`src/rtl/vga_sig_gen_if.sv`:
```
// rtl/vga_sig_gen_if.sv - frame-buffer read port, colour config and VGA output bundle
interface vga_sig_gen_if;
  logic [15:0] CONFIG_COLOURS;
  logic [14:0] VGA_ADDR;
  logic        VGA_DATA;
  logic        VGA_HS;
  logic        VGA_VS;
  logic [7:0]  VGA_COLOUR;
  logic        FRAME_START;

  modport master (
    input  CONFIG_COLOURS,
    input  VGA_DATA,
    output VGA_ADDR,
    output VGA_HS,
    output VGA_VS,
    output VGA_COLOUR,
    output FRAME_START
  );

  modport slave (
    output CONFIG_COLOURS,
    output VGA_DATA,
    input  VGA_ADDR,
    input  VGA_HS,
    input  VGA_VS,
    input  VGA_COLOUR,
    input  FRAME_START
  );
endinterface

```
`src/rtl/vga_sig_gen.sv`:
```
// rtl/vga_sig_gen.sv - VGA scan generator reading a 1-bit frame buffer at 4x4 pixel scale
module vga_sig_gen #(
  parameter int CLK_DIV = 4,
  parameter int H_VIS   = 640,
  parameter int H_FP    = 16,
  parameter int H_SYNC  = 96,
  parameter int H_BP    = 48,
  parameter int V_VIS   = 480,
  parameter int V_FP    = 10,
  parameter int V_SYNC  = 2,
  parameter int V_BP    = 33
) (
  input  logic          CLK,
  input  logic          RESETN,
  vga_sig_gen_if.master vga
);

  localparam int H_TOT = H_VIS + H_FP + H_SYNC + H_BP;
  localparam int V_TOT = V_VIS + V_FP + V_SYNC + V_BP;
  localparam logic [1:0] DIV_MAX  = 2'(CLK_DIV - 1);
  localparam logic [9:0] HC_LAST  = 10'(H_TOT - 1);
  localparam logic [9:0] VC_LAST  = 10'(V_TOT - 1);
  localparam logic [9:0] HS_FIRST = 10'(H_VIS + H_FP);
  localparam logic [9:0] HS_END   = 10'(H_VIS + H_FP + H_SYNC);
  localparam logic [9:0] VS_FIRST = 10'(V_VIS + V_FP);
  localparam logic [9:0] VS_END   = 10'(V_VIS + V_FP + V_SYNC);

  logic [1:0]  div;
  logic [9:0]  hc;
  logic [9:0]  vc;
  logic [7:0]  fg;
  logic [7:0]  bg;
  logic [14:0] addr_q;
  logic        hs_q;
  logic        vs_q;
  logic [7:0]  colour_q;
  logic        frame_start_q;

  logic tick;
  logic hc_wrap;
  logic vc_wrap;
  logic visible;
  logic hsync_on;
  logic vsync_on;

  always_comb begin
    tick     = (div == DIV_MAX);
    hc_wrap  = (hc == HC_LAST);
    vc_wrap  = (vc == VC_LAST);
    visible  = (hc < 10'(H_VIS)) && (vc < 10'(V_VIS));
    hsync_on = (hc >= HS_FIRST) && (hc < HS_END);
    vsync_on = (vc >= VS_FIRST) && (vc < VS_END);
  end

  always_ff @(posedge CLK or negedge RESETN) begin
    if (!RESETN) begin
      div           <= '0;
      hc            <= '0;
      vc            <= '0;
      fg            <= 8'hFF;
      bg            <= 8'h00;
      addr_q        <= '0;
      hs_q          <= 1'b1;
      vs_q          <= 1'b1;
      colour_q      <= '0;
      frame_start_q <= 1'b0;
    end else begin
      div           <= tick ? '0 : div + 2'd1;
      addr_q        <= visible ? {vc[8:2], hc[9:2]} : '0;
      frame_start_q <= tick && hc_wrap && vc_wrap;
      if (tick) begin
        hc <= hc_wrap ? '0 : hc + 10'd1;
        if (hc_wrap) begin
          vc <= vc_wrap ? '0 : vc + 10'd1;
        end
        // Colours only change at the frame boundary so an update never tears the image.
        if (hc_wrap && vc_wrap) begin
          fg <= vga.CONFIG_COLOURS[15:8];
          bg <= vga.CONFIG_COLOURS[7:0];
        end
        // Sync and colour come from the pixel being left, so all three share one stage.
        hs_q     <= !hsync_on;
        vs_q     <= !vsync_on;
        colour_q <= visible ? (vga.VGA_DATA ? fg : bg) : '0;
      end
    end
  end

  assign vga.VGA_ADDR    = addr_q;
  assign vga.VGA_HS      = hs_q;
  assign vga.VGA_VS      = vs_q;
  assign vga.VGA_COLOUR  = colour_q;
  assign vga.FRAME_START = frame_start_q;

endmodule
```
`src/flat_wrapper.sv`:
```
// flat-port wrapper written by rule: the top's interface ports become plain ports
module vga_sig_gen_flat 
#(
  parameter int CLK_DIV = 4,
  parameter int H_VIS   = 640,
  parameter int H_FP    = 16,
  parameter int H_SYNC  = 96,
  parameter int H_BP    = 48,
  parameter int V_VIS   = 480,
  parameter int V_FP    = 10,
  parameter int V_SYNC  = 2,
  parameter int V_BP    = 33
)
  (CLK, RESETN, vga_CONFIG_COLOURS, vga_VGA_DATA, vga_VGA_ADDR, vga_VGA_HS, vga_VGA_VS, vga_VGA_COLOUR, vga_FRAME_START);
  vga_sig_gen_if vga_i ();
  input  logic CLK;
  input  logic RESETN;
  input wire logic [$bits(vga_i.CONFIG_COLOURS)-1:0] vga_CONFIG_COLOURS;
  input wire logic [$bits(vga_i.VGA_DATA)-1:0] vga_VGA_DATA;
  output wire logic [$bits(vga_i.VGA_ADDR)-1:0] vga_VGA_ADDR;
  output wire logic [$bits(vga_i.VGA_HS)-1:0] vga_VGA_HS;
  output wire logic [$bits(vga_i.VGA_VS)-1:0] vga_VGA_VS;
  output wire logic [$bits(vga_i.VGA_COLOUR)-1:0] vga_VGA_COLOUR;
  output wire logic [$bits(vga_i.FRAME_START)-1:0] vga_FRAME_START;
  assign vga_i.CONFIG_COLOURS = vga_CONFIG_COLOURS;
  assign vga_i.VGA_DATA = vga_VGA_DATA;
  assign vga_VGA_ADDR = vga_i.VGA_ADDR;
  assign vga_VGA_HS = vga_i.VGA_HS;
  assign vga_VGA_VS = vga_i.VGA_VS;
  assign vga_VGA_COLOUR = vga_i.VGA_COLOUR;
  assign vga_FRAME_START = vga_i.FRAME_START;
  vga_sig_gen #(.CLK_DIV(CLK_DIV), .H_VIS(H_VIS), .H_FP(H_FP), .H_SYNC(H_SYNC), .H_BP(H_BP), .V_VIS(V_VIS), .V_FP(V_FP), .V_SYNC(V_SYNC), .V_BP(V_BP)) u_core (.CLK(CLK), .RESETN(RESETN), .vga(vga_i));
endmodule
```
`config.mk`:
```
export PLATFORM = sky130hd
export DESIGN_NAME = vga_sig_gen_flat
export DESIGN_NICKNAME = d
export VERILOG_FILES = /design/src/rtl/vga_sig_gen_if.sv /design/src/rtl/vga_sig_gen.sv /design/src/flat_wrapper.sv
export SDC_FILE = /design/constraint.sdc
export NUM_CORES = 1
export LEC_CHECK = 0
export BUFFER_PORTS_ARGS = -buffer_cell sky130_fd_sc_hd__buf_2
export CAP_MARGIN = 40
export CORE_MARGIN = 2
export CORE_UTILIZATION = 58
export CTS_BUF_LIST = sky130_fd_sc_hd__clkbuf_8
export DETAILED_ROUTE_END_ITERATION = 7
export HOLD_SLACK_MARGIN = 0.02
export PLACE_DENSITY = 0.8
export SYNTH_ARGS = -nofsm -noshare
export SYNTH_HDL_FRONTEND = slang
export SYNTH_SLANG_ARGS = --single-unit
```
`constraint.sdc`:
```
create_clock -name CLK -period 2.2 [get_ports CLK]
set_input_delay 0.22 -clock CLK [delete_from_list [all_inputs] [get_ports CLK]]
set_output_delay 0.22 -clock CLK [all_outputs]
set_load 0.02 [all_outputs]
```
# Yosys cells after proc, flatten, opt, wreduce, memory -nomap -nowiden
# Index checks and enable logic that the tools add are counted.
word_totals:
  regBits: 64
  output_inout_bits: 26
classes:
  n_addsub: 3
  n_lt_le_gt_ge: 6
  n_eq_ne: 3
  n_mux: 6
  n_reduce_logical: 10
op_table:
  columns: ["op", "n"]
  rows:
  - ["10-bit by 1-bit adder with 10-bit output (second input constant)", 2]
  - ["10-bit equality test (second input constant)", 2]
  - ["10-bit less-than comparator (second input constant)", 2]
  - ["10-bit by 9-bit less-than comparator with 1-bit output (second input constant)", 2]
  - ["10-bit two-way mux", 2]
  - ["8-bit two-way mux", 2]
  - ["15-bit two-way mux", 1]
  - ["10-bit >= comparator (second input constant)", 1]
  - ["10-bit by 9-bit >= comparator with 1-bit output (second input constant)", 1]
  - ["1-bit logical AND", 6]
  - ["2-bit AND reduction", 2]
  - ["2-bit by 1-bit adder with 2-bit output (second input constant)", 1]
  - ["2-bit equality test (second input constant)", 1]
  - ["1-bit zero test", 2]
  - ["2-bit two-way mux", 1]

# Longest topological paths before layout
depth:
  depth_word: 3
  ltp_mapped: 7

# Worst setup path after synthesis
# Ideal clock, no wire load.
synth_path:
  path_kind: "flip-flop to flip-flop"
  from: "register u_core.hc[0]"
  to: "register u_core.bg[0]"
  setup_time_ns: 0.125
  arrival_ns: 1.601
  path_slack_ns: 0.475
  path_stages_with_launch: 7
  path_buffers: 1
  period_less_slack_ns: 1.725
  cell_sequence: "dfrtp_1 -> ha_1 -> and4_1 -> nand3_4 -> nor2_2 -> buf_4 -> mux2_2"
synth_between:
  elab_chain_cells: 3
synth_rtl:
  columns: ["item", "line", "text"]
  rows:
  - ["start: declaration", "vga_sig_gen.sv:29", "logic [9:0] hc;"]
  - ["start signal: assignment", "vga_sig_gen.sv:72", "hc <= hc_wrap ? '0 : hc + 10'd1;"]
  - ["10-bit equality test", "vga_sig_gen.sv:48", "hc_wrap = (hc == HC_LAST);"]
  - ["1-bit logical AND", "vga_sig_gen.sv:77", "if (hc_wrap && vc_wrap) begin"]
  - ["2-bit AND reduction (no source line)", null, null]
  - ["end signal: assignment", "vga_sig_gen.sv:79", "bg <= vga.CONFIG_COLOURS[7:0];"]
  - ["end: declaration", "vga_sig_gen.sv:32", "logic [7:0] bg;"]
# No other way between the ends.
# A chain may end at the register's enable or synchronous reset.

# Final worst setup path
layout_path:
  from: "register u_core.vc[0]"
  to: "register u_core.bg[6]"
layout_between:
  elab_chain_cells: 3
layout_rtl:
  columns: ["item", "line", "text"]
  rows:
  - ["start: declaration", "vga_sig_gen.sv:30", "logic [9:0] vc;"]
  - ["start signal: assignment", "vga_sig_gen.sv:74", "vc <= vc_wrap ? '0 : vc + 10'd1;"]
  - ["10-bit equality test", "vga_sig_gen.sv:49", "vc_wrap = (vc == VC_LAST);"]
  - ["1-bit logical AND", "vga_sig_gen.sv:77", null]
  - ["2-bit AND reduction (no source line)", null, null]
# No other way between the ends.

==> flow_summary.ini <==
[cells_and_area]
final_layout_size_suffix_gt1_frac = 0.3564
fin_area_um2 = 3266
n_antenna_cell = 0
layout_common_cells = dfrtp_1, buf_2, mux2_2
final_common_cell = dfrtp_1
nets = 308
syn_to_final_growth_pct = 18.26

[route]
drt_iter0_drc = 176
wirelength_um = 4899
drtPass1Iterations = 4
ant_nets = 0
vias_per_cell = 5.434
wl_per_cell_um = 14.28
drcViolationCount = 0
via_count = 1864

[timing]
hold_viol_final = 0
setup_violations = 0
tightest_slew_ns = 0.6378
fin_skew_ns = 0.006203
slew_viol_final = 0
fmax_mhz = 513.0
setup_tns_ns = 0
fin_crit_sh = 0.8861
maxSlewHeadroom = 0.5748
rsz0062_at_grt = false
fin_crit_ns = 1.949

[place]
gp_congestion = 0.8882
hpwl_um = 3320
place_area_um2 = 3075
port_buffers = 44

[power]
ir_drop_mv = 0.3942
pwr-share-comb = 0.022
power_density_nw_per_um2 = 644.4
cellLeakagePower_uw = 0.001585
p_seq_frac = 0.560
p_sw_frac = 0.2010
internal_power_uw = 1681
p_clk_frac = 0.418
p_sw_uw = 423.0

[global_route]
grt_remaining_overflow = 0
grt_pass1_wl_um = 8514
grt_pass1_vias = 1844
grt_use_total = 0.2137
grt_max_degree = 37
grt_antenna_before_repair = 0

[job]
cap_violations = 0

[floorplan]
die_y_um = 73
die_x_um = 73
rows = 25
initial_core_util = 0.5925
ios = 45
die_area_um2 = 5329
fp.coreArea_um2 = 4661

[clock_tree]
clk_pin_slew_ns = 0.06
cts_max_level = 3
clock_latency_ns = 0.33
cts_root_buffer = clkbuf_8
numCtsBuffers = 9
cts.sinks = 64
cts_buffer_depth = 2
cts_tree = yes

[critical_path]
cp.arrival_ns = 2.16
start_kind = flop
endpoint_kind = flop
critPathMaxFanout = 19
path_class = reg -> reg
required_ns = 2.41

[yosys]
ys_seq_elements = 64
synth_area_um2 = 2761
yosys.area.top_type_share = 0.4894
ys_warn_count = 0
syn-num-nets = 255
synth_area_per_cell_um2 = 11.95
yosysTopAreaCell = dfrtp_1
synthTopCellsByArea = dfrtp_1, mux2_2, dfstp_2, and2_1, nand3_1
synth_cell_types = 36
synth_cells = 231
ys_seq_area_frac = 0.5845

[min_path]
hold_path_class = in -> reg

[status]
outcome = finished, final reports clean
[worst max-delay path, cell delays in order (launching register included)]
cell and delay [ns]:
dfrtp_1 0.41, inv_1 0.10, ha_1 0.15, and4b_1 0.19, nand4_1 0.18, nor2_2 0.25, buf_12 0.20, mux2_2 0.34
[repair_timing]
action | CTS | global route
setup buffers | 0 | 0
endpoints found under the hold margin | 27 | 0
resized for setup | 0 | 0
hold buffers | 1 | 0
[stage by stage]
step | worst slack, ns | hold WS (ns) | cells | power [uW] | utilization
2_1_floorplan | 0.4745 | -0.07559 | 231 | 1204 | -
3_3_place_gp | 0.3276 | 0.2735 | 326 | 1246 | 0.6599
3_5_place_dp | 0.2652 | 0.2746 | 326 | 1246 | 0.6599
4_1_cts | 0.2496 | 0.1103 | 343 | 2126 | 0.7007
5_1_grt | 0.1328 | 0.1227 | 343 | 2180 | 0.7007
6_report | 0.2506 | 0.1242 | 343 | 2104 | 0.7007
[cell usage after synthesis]
| cell type | number |
|---|---|
| a21oi_1 | 3 |
| a21oi_2 | 1 |
| and2_1 | 16 |
| and2b_1 | 1 |
| and3_1 | 4 |
| and3b_1 | 1 |
| and4_1 | 3 |
| and4b_1 | 1 |
| and4bb_2 | 1 |
| buf_1 | 2 |
| buf_2 | 2 |
| buf_4 | 2 |
| clkbuf_1 | 3 |
| dfrtp_1 | 54 |
| dfstp_2 | 10 |
| ha_1 | 5 |
| inv_1 | 12 |
| mux2_2 | 24 |
| nand2_1 | 7 |
| nand2b_1 | 2 |
| nand3_1 | 17 |
| nand3_4 | 1 |
| nand4_1 | 7 |
| nand4bb_1 | 1 |
| nor2_1 | 11 |
| nor2_2 | 1 |
| nor3_1 | 3 |
| nor3_2 | 1 |
| nor4_1 | 3 |
| o21ai_0 | 15 |
| o22ai_1 | 1 |
| o31ai_1 | 1 |
| or4_4 | 1 |
| or4b_2 | 1 |
| xnor2_1 | 8 |
| xor2_1 | 5 |
[routing by layer]
metal	global-route usage	part of all wire	vias up
li1	-	-	900
met1	0.2779	0.45	898
met2	0.3283	0.48	56
met3	0.04834	0.047	10
met4	0.1235	0.019	0
met5	0	0	-
[sequential cells by signal, summed over array words and instances (netlist names), 2 cells and up]
| signal | count |
|---|---|
| u_core.vga.VGA_ADDR | 15 |
| u_core.bg | 8 |
| u_core.fg | 8 |
| u_core.hc | 10 |
| u_core.vc | 10 |
| u_core.div | 2 |
| u_core.vga.VGA_COLOUR | 8 |
[layout make-up]
class,count,area [um2]
clock buffer,12,165.2
sequential,64,1614
multi-input combinational,146,1059
timing repair buffer,51,300.3
inverter,12,45.04
clock inverter,4,15.01
tap,54,67.56
fill,348,1395
[power by group through the flow]
stage	registers [uW]	logic [uW]	clock network, uW
2_1_floorplan	1200	4.62	0
3_3_place_gp	1200	46.9	0
3_5_place_dp	1200	47.5	0
4_1_cts	1180	49.0	899
5_1_grt	1180	54.2	949
6_report	1180	47.3	879
[worst paths after layout]
| check | from | endpoint | slack [ns] | depth (start not counted) |
|---|---|---|---|---|
| setup / recovery | u_core.vc[0]$_DFFE_PN0P_ | u_core.bg[6]$_DFFE_PN0P_ | 0.25 | 7 |
| setup reg to reg | u_core.vc[0]$_DFFE_PN0P_ | u_core.bg[6]$_DFFE_PN0P_ | 0.25 | 7 |
| hold / removal | vga_CONFIG_COLOURS[3] | u_core.bg[3]$_DFFE_PN0P_ | 0.12 | 2 |
| hold reg to reg | u_core.div[0]$_DFF_PN0_ | u_core.div[0]$_DFF_PN0_ | 0.44 | 1 |
| max in group asynchronous | RESETN | u_core.fg[4]$_DFFE_PN1P_ | 1.09 | 3 |
| min in group asynchronous | RESETN | u_core.vga.VGA_ADDR[11]$_DFF_PN0_ | 0.44 | 2 |
[cells by family after synthesis]
family                     after synthesis  synth area share
and+or+nand+nor                         83            0.1808
DFF                                     64            0.5845
muxes                                   24           0.09787
AOI/OAI and AO/OA                       21           0.04078
buffers and inverters                   21           0.03217
xor gates and xnor gates                13           0.04123
adders and majority gates                5           0.02266
(Power assumes the default switching activity.)
